===== src/rtl/downsample_pkg.sv =====
// Shared constants, sum widths and phase encoding for the 2x2 box-filter decimator.
package downsample_pkg;

  localparam int DS_LENGTH = 16;
  localparam int DS_WIDTH  = 16;
  localparam int DS_HEIGHT = 16;

  localparam int DS_SUM_W = DS_LENGTH + 1;
  localparam int DS_TOT_W = DS_LENGTH + 2;

  // Phase is {row[0], col[0]} of the pixel being accepted.
  typedef enum logic [1:0] {
    PH_EVEN_ROW_EVEN_COL = 2'b00,
    PH_EVEN_ROW_ODD_COL  = 2'b01,
    PH_ODD_ROW_EVEN_COL  = 2'b10,
    PH_ODD_ROW_ODD_COL   = 2'b11
  } phase_e;

  function automatic int sum_w(input int l);
    return l + 1;
  endfunction

  function automatic int tot_w(input int l);
    return l + 2;
  endfunction

  function automatic int cnt_w(input int n);
    return (n > 1) ? $clog2(n) : 1;
  endfunction

endpackage


===== src/rtl/ds_line_buffer.sv =====
// Half-width line buffer holding even-row horizontal pair sums.
// Synchronous write, combinational read; contents are not reset.
module ds_line_buffer #(
  parameter int DATA_W = 17,
  parameter int DEPTH  = 8,
  parameter int AW     = 3
) (
  input  logic              clk,
  input  logic              we_i,
  input  logic [AW-1:0]     waddr_i,
  input  logic [DATA_W-1:0] wdata_i,
  input  logic [AW-1:0]     raddr_i,
  output logic [DATA_W-1:0] rdata_o
);

  logic [DATA_W-1:0] mem_q [DEPTH];

  always_ff @(posedge clk) begin
    if (we_i) mem_q[waddr_i] <= wdata_i;
  end

  assign rdata_o = mem_q[raddr_i];

endmodule


===== src/rtl/downsample_2x2.sv =====
// Streaming 2x2 box-filter decimator: one averaged pixel per 2x2 input block.
// Define DOWNSAMPLE_ROUND_EN for round-half-up averaging; default is floor.
module downsample_2x2
  import downsample_pkg::*;
#(
  parameter int length = DS_LENGTH,
  parameter int WIDTH  = DS_WIDTH,
  parameter int HEIGHT = DS_HEIGHT
) (
  input  logic              clk,
  input  logic              rst,
  input  logic              s_valid,
  output logic              s_ready,
  input  logic [length-1:0] s_data,
  output logic              m_valid,
  input  logic              m_ready,
  output logic [length-1:0] m_data,
  output logic              m_last
);

  localparam int SUM_W = sum_w(length);
  localparam int TOT_W = tot_w(length);
  localparam int CW    = cnt_w(WIDTH);
  localparam int RW    = cnt_w(HEIGHT);
  localparam int DEPTH = WIDTH / 2;
  localparam int AW    = cnt_w(DEPTH);

  logic [CW-1:0]     col_q, col_d;
  logic [RW-1:0]     row_q, row_d;
  logic [length-1:0] h_reg_q, h_reg_d;
  logic              m_valid_q, m_valid_d;
  logic [length-1:0] m_data_q, m_data_d;
  logic              m_last_q, m_last_d;

  logic              accept;
  logic              col_end;
  logic              row_end;
  phase_e            phase;
  logic [SUM_W-1:0]  hsum;
  logic [SUM_W-1:0]  lb_rdata;
  logic [AW-1:0]     lb_addr;
  logic              lb_we;
  logic [TOT_W-1:0]  total;
  logic [TOT_W-1:0]  rounded;

  assign s_ready = !m_valid_q || m_ready;
  assign accept  = s_valid && s_ready;
  assign col_end = (col_q == CW'(WIDTH - 1));
  assign row_end = (row_q == RW'(HEIGHT - 1));
  assign phase   = phase_e'({row_q[0], col_q[0]});

  assign hsum    = SUM_W'(h_reg_q) + SUM_W'(s_data);
  assign lb_addr = AW'(col_q >> 1);
  assign lb_we   = accept && (phase == PH_EVEN_ROW_ODD_COL);
  assign total   = TOT_W'(lb_rdata) + TOT_W'(hsum);

`ifdef DOWNSAMPLE_ROUND_EN
  // Max total is 2^(length+2)-4, so +2 still fits TOT_W bits.
  assign rounded = total + TOT_W'(2);
`else
  assign rounded = total;
`endif

  ds_line_buffer #(
    .DATA_W (SUM_W),
    .DEPTH  (DEPTH),
    .AW     (AW)
  ) u_line_buffer (
    .clk     (clk),
    .we_i    (lb_we),
    .waddr_i (lb_addr),
    .wdata_i (hsum),
    .raddr_i (lb_addr),
    .rdata_o (lb_rdata)
  );

  always_comb begin
    col_d     = col_q;
    row_d     = row_q;
    h_reg_d   = h_reg_q;
    m_valid_d = m_valid_q;
    m_data_d  = m_data_q;
    m_last_d  = m_last_q;

    if (accept) begin
      col_d = col_end ? '0 : col_q + 1'b1;
      if (col_end) row_d = row_end ? '0 : row_q + 1'b1;
      if (!col_q[0]) h_reg_d = s_data;
    end

    if (m_valid_q && m_ready) m_valid_d = 1'b0;

    // A new result overrides the handshake clear, so back-to-back outputs have no bubble.
    if (accept && (phase == PH_ODD_ROW_ODD_COL)) begin
      m_valid_d = 1'b1;
      m_data_d  = length'(rounded >> 2);
      m_last_d  = row_end && col_end;
    end
  end

  always_ff @(posedge clk or posedge rst) begin
    if (rst) begin
      col_q     <= '0;
      row_q     <= '0;
      h_reg_q   <= '0;
      m_valid_q <= 1'b0;
      m_data_q  <= '0;
      m_last_q  <= 1'b0;
    end else begin
      col_q     <= col_d;
      row_q     <= row_d;
      h_reg_q   <= h_reg_d;
      m_valid_q <= m_valid_d;
      m_data_q  <= m_data_d;
      m_last_q  <= m_last_d;
    end
  end

  assign m_valid = m_valid_q;
  assign m_data  = m_data_q;
  assign m_last  = m_last_q;

endmodule

===== config.mk =====
export PLATFORM = sky130hd
export DESIGN_NAME = downsample_2x2
export DESIGN_NICKNAME = d
export VERILOG_FILES = /design/src/rtl/downsample_pkg.sv /design/src/rtl/ds_line_buffer.sv /design/src/rtl/downsample_2x2.sv
export SDC_FILE = /design/constraint.sdc
export NUM_CORES = 1
export LEC_CHECK = 0
export CORE_AREA = 10 10 147 149
export CTS_BUF_LIST = sky130_fd_sc_hd__clkbuf_4
export CTS_CLUSTER_DIAMETER = 120
export DETAILED_ROUTE_END_ITERATION = 12
export DIE_AREA = 0 0 157 159
export GPL_TIMING_DRIVEN = 0
export PLACE_DENSITY = 0.59
export SYNTH_ARGS = -nofsm -noshare
export SYNTH_HDL_FRONTEND = slang
export SYNTH_HIERARCHICAL = 1
export SYNTH_SLANG_ARGS = --single-unit
export TNS_END_PERCENT = 20

===== constraint.sdc =====
create_clock -name clk -period 5.2 [get_ports clk]
set_clock_uncertainty 0.2 [all_clocks]
set_input_delay 1.04 -clock clk [delete_from_list [all_inputs] [get_ports clk]]
set_output_delay 1.04 -clock clk [all_outputs]
set_load 0.005 [all_outputs]

Word-level counts from Yosys, hierarchy flattened. Memory sizes are Yosys's and may differ from the RTL's. Cells that the tools add are included.

Register bits after elaboration: 42. Bits in writable memories: 136. Input bits: 20. Output and inout port bits: 19. Logic and storage cells: 32. Memories kept: 1.

$add $sub $neg: 4. Eq/ne operators: 4. Multiplexer cells: 6. Bitwise operators: 1. Reductions and logical operators: 10.

Memory list: u_line_buffer.mem_q (depth 8, width 17, rd ports 1, clocked after memory_dff 0, wr ports 1, RTL line ds_line_buffer.sv:16) `logic [DATA_W-1:0] mem_q [DEPTH];`.

Operator list (count): 17-bit by 17-bit adder with 18-bit output (1); 16-bit by 16-bit adder with 17-bit output (1); 4-bit by 1-bit adder with 4-bit output (second input constant) (2); 4-bit == test (second input constant) (2); 4-bit two-way mux (2); 1-bit logical AND (5); 1-bit two-way mux (4); 2-bit AND reduction (2); 2-bit by 1-bit == test with 1-bit output (second input constant) (1); 2-bit == test (second input constant) (1); 2-bit nonzero test (1); 1-bit logical NOT (1); 1-bit logical OR (1); 1-bit inverter (1).

Logic depth before layout (Yosys ltp).
Word-level depth: 6. Mapped depth: 17. Mapped depth without buffers: 17.

Modules after synthesis. The synthesis kept the hierarchy.

By module, submodules not included: ds_line_buffer (instances 1, cells each 210, area each 5258.8 um^2, sequential area each 4083.9 um^2); downsample_2x2 (instances 1, cells each 310, area each 2982.9 um^2, sequential area each 1051.0 um^2).

Worst setup path after synthesis. OpenSTA, ideal clock, no wires.

Kind: in2reg. Start: input port s_data[0]. End: register m_data_q[15] (netlist: m_data[15]). Setup time: 0.125 ns. Arrival: 4.248 ns. Required time: 4.875 ns. Setup slack: 0.627 ns. Cell stages on the path: 16. Buffers on the path: 0. Cells stage by stage: ha_1 > inv_1 > fa_1 > nand2b_1 > a21oi_2 > o41a_1 > a41o_1 > a311o_1 > a21oi_2 > xnor2_1 > ha_1 > a21o_1 > a21o_1 > a21oi_1 > o21ai_1 > mux2_2.

Cells in the longest elaborated chain, start to end: 2.

RTL lines: start, declared (RTL line downsample_2x2.sv:14) `input logic [length-1:0] s_data,`; 16-bit by 16-bit adder with 17-bit output (RTL line downsample_2x2.sv:52) `assign hsum = SUM_W'(h_reg_q) + SUM_W'(s_data);`; named net hsum[14] (RTL line downsample_2x2.sv:39) `logic [SUM_W-1:0] hsum;`; 17-bit by 17-bit adder with 18-bit output (RTL line downsample_2x2.sv:55) `assign total = TOT_W'(lb_rdata) + TOT_W'(hsum);`; end signal, assigned (RTL line downsample_2x2.sv:114) `m_data_q <= m_data_d;`; end, declared (RTL line downsample_2x2.sv:32) `logic [length-1:0] m_data_q, m_data_d;`.

The timed path passes the listed nets, and every way through them passes these cells. A chain may end at the register's enable or synchronous reset.

Final worst setup path.
Start: input port s_data[3]. End: register m_data_q[14] (netlist: m_data[14]).

Same word-level chain as after synthesis.

==> reports/metrics.csv <==
metric,value,unit
synth.area.top_cells,"edfxtp_1 (50%), dfrtp_1 (13%), mux4_1 (7.7%)",
clockBufferDepth,2,
seqPwrFrac,34.2,%
timing_hold_violations_final,0,
vias,4630,
outcome,finished clean,
crit_fanout,9,
layout_min_cycle_time,5020,ps
synth_top_area_cell,edfxtp_1,
p_clk_share,12.3,%
grt.met2_usage,22.8,%
slew_headroom,37.5,%
synth-simple-area-share,5.34,%
power_frac_comb,53.5,%
fmax,199,MHz
synth_top_family_by_area,multiplexers,
ctsHoldBuffers,0,
worstSkewPairLatency,570,ps
fillers,1560,
grt_overflow,0,
post-cts-setup-buffers,0,
synthDistinctLibCells,50,
root_buffer,clkbuf_4,
grt_pass1_vias,4716,
wire_per_inst,20.1,um
synthCells,520,
syn_area,0.00824,mm^2
synth_seq_area_share,62.3,%
busiest_layer,met2,
r2r_setup_slack,680,ps
initial_utilization,44.4,%
ir_drop,0.522,mV
routed_wl,16800,um
final_nets,641,
switchingPower,0.00263,W
synth-edff-count,136,
io-pin-count,39,
crit_type,in2reg,
final_max_slew_viol_count,0,
detail-route-antenna-nets,0,
powerDensity,694,mW/mm^2
design_area,0.00945,mm^2
place_worst_setup_slack,-614,ps
die_w,157,um
endpoint_kind,flip-flop,
gp_congestion,0.835,
hpwl,12200,um
tightest_slew,932,ps
synthesis.nets,576,
fin_crit_sh,96.5,%
drive_above_1_share,18.9,%
arrival,5260,ps
start_kind,primary input,
switching_share,40.1,%
gr-usage-met1,17.6,%
drc,0,
grt_antenna_before_repair,0,
die_y,159,um
die-area,0.0250,mm^2
setup_slack,179,ps
place_area,0.00911,mm^2
async_flop_share,23.6,%
reg2reg_depth,14,
coreArea,0.0186,mm^2
setup_violations,0,
ys.flop_type,edfxtp_1,
synthAdderAreaFrac,5.56,%
cap_violations,0,
cts_tree,done,
num_antenna_cells,0,
grt_first_pass_wirelength,26200,um
yosys_warnings,6,
met3_usage,3.35,%
crit_required,5430,ps
r2r-end,m_data[14],
grt_use_total,13.8,%
numCtsBuffers,17,
min_path_type,reg2reg,
first_pass_iters,4,
fin_cells,832,
drt_iter0_markers,279,
yosys_register_bits,178,
synth_xor_xnor_area_share,2.98,%
p_int,0.00393,W
netlist.area_leader.share,49.6,%
synth_mux_area_share,15.2,%
hold_end,m_data[12],
hold_path_startpoint,m_data[12],
reg2reg_from,h_reg_q[3],
rsz0062_at_grt,false,
path_clk_slew,140,ps
areaGrowthSynthToFinish,14.7,%
avgSynthCellArea,15.8,um^2
cts_num_sinks,178,
port_buffers,38,
rows,50,
dp.cells,800,
leakage,3.48,nW
grt_max_degree,43,
hold_path_depth,2,
synth_compound_area_share,7.23,%
ctsHtreeMaxLevel,4,
viasPerCell,5.56,
## through the flow
stage / util, % / TNS [ps] / total power (W) / hold WS, ps
final: 50.9 / 0 / 0.00656 / 304
after global routing: 50.9 / 0 / 0.00702 / 338
after CTS: 50.6 / 0 / 0.00657 / 313
after detailed placement: 49.0 / -2450 / 0.00576 / 280
after global placement: 48.0 / -2390 / 0.00561 / 265
after floorplan: - / 0 / 0.00476 / 263
## area by class of cell
class	count	area [um^2]	area share, %
Timing Repair Buffer	46	551	5.83
Clock inverter	14	165	1.75
Inverter	9	33.8	0.357
Multi-Input combinational cell	319	3050	32.3
Clock buffer	18	135	1.43
Buffer	14	83.8	0.887
Sequential cell	178	5130	54.3
Tap cell	234	293	3.10
## Yosys cell counts (2+ instances only)
cell      instances
mux4_1           24
mux2_2           35
o211ai_1          3
nand2_1          43
o21ai_0          28
xor2_1           13
dfrtp_1          42
nor3_1            3
a21o_1           10
o31ai_1           4
and4_1            2
o21bai_1          3
a31oi_1           4
a21oi_1          17
nor2_1           18
buf_6             4
ha_1             35
nand2b_1         10
a21oi_2           2
inv_1             9
a21o_2            2
a211oi_1          2
clkbuf_1          8
xnor2_1          15
o21a_1            3
nand3_1           8
edfxtp_1        136
mux4_2           10
nand4_1           6
## worst max-delay path, cell delays in order
cell and delay [ps]:
clkdlybuf4s50_1 420, ha_1 370, o21ai_0 120, o21bai_1 170, o311a_1 220, nor4_2 70, o31ai_1 640, o22ai_1 210
xnor2_2 490, ha_1 420, a21o_1 230, a211o_1 300, o31ai_1 270, xor2_1 180, o21ai_0 90
## routing by layer
metal / up-vias / wire length, um
li1: 2175 / -
met1: 2354 / 7420
met2: 86 / 8400
met3: 15 / 732
met4: 0 / 198
met5: - / 0
## power groups by stage
stage	Combinational (W)	Sequential (W)	Clock [W]
6_report	0.00351	0.00225	0.000805
5_1_grt	0.00385	0.00228	0.000892
4_1_cts	0.00349	0.00225	0.000831
3_5_place_dp	0.00348	0.00229	0
3_3_place_gp	0.00334	0.00227	0
2_1_floorplan	0.00252	0.00224	0
## sequential cells by signal (all words and copies together), names as in the netlist
signal and cells:
u_line_buffer/mem_q 136, h_reg_q 16, m_data 16, col_q 4, row_q 4, m_last 1, m_valid 1
## cells in the final DEF (no fill, tap or decap), types with 3 or more instances in the layout
cell / netlist / final
a21oi_1: 17 / 17
dfrtp_1: 42 / 42
mux4_1: 24 / 24
ha_1: 35 / 35
nand3_1: 8 / 8
edfxtp_1: 136 / 136
clkdlybuf4s50_1: 0 / 38
nand2b_1: 10 / 10
clkbuf_4: 0 / 18
xnor2_2: 0 / 3
mux4_2: 10 / 10
o21bai_1: 3 / 3
mux2_2: 35 / 35
xnor2_1: 15 / 12
a21o_1: 10 / 10
inv_6: 0 / 3
inv_8: 0 / 4
o31ai_1: 4 / 4
a31oi_1: 4 / 4
nor2_2: 0 / 7
nand2_1: 43 / 43
xor2_1: 13 / 11
buf_8: 0 / 4
inv_1: 9 / 8
o21a_1: 3 / 3
o211ai_1: 3 / 3
nand4_1: 6 / 6
buf_6: 4 / 4
clkbuf_1: 8 / 8
o21ai_0: 28 / 28
nor2_1: 18 / 11
buf_16: 0 / 4
## worst max-delay path by stage
stage,end,from,cells past startpoint,slack (ps)
6_report,m_data[14],s_data[3],15,180
5_1_grt,m_data[14],s_data[3],15,10
4_1_cts,m_data[14],s_data[3],15,7
3_5_place_dp,m_data[14],s_data[3],15,-610
3_3_place_gp,m_data[14],s_data[3],15,-490
2_1_floorplan,m_data[15],s_data[0],16,630
## logic make-up after synthesis
kind of cell	Yosys count
AND/OR/NAND/NOR	95
AO/OA/AOI/OAI	91
multiplexers	69
flip-flops	178
adder cells (fa/ha/maj)	36
XOR/XNOR	28
buffers and inverters	23
## what timing repair did
action                                 CTS  global route
setup endpoints to repair                0             4
resized for setup                        0             6
endpoints found under the hold margin    0             0
(Power assumes the default switching activity.)
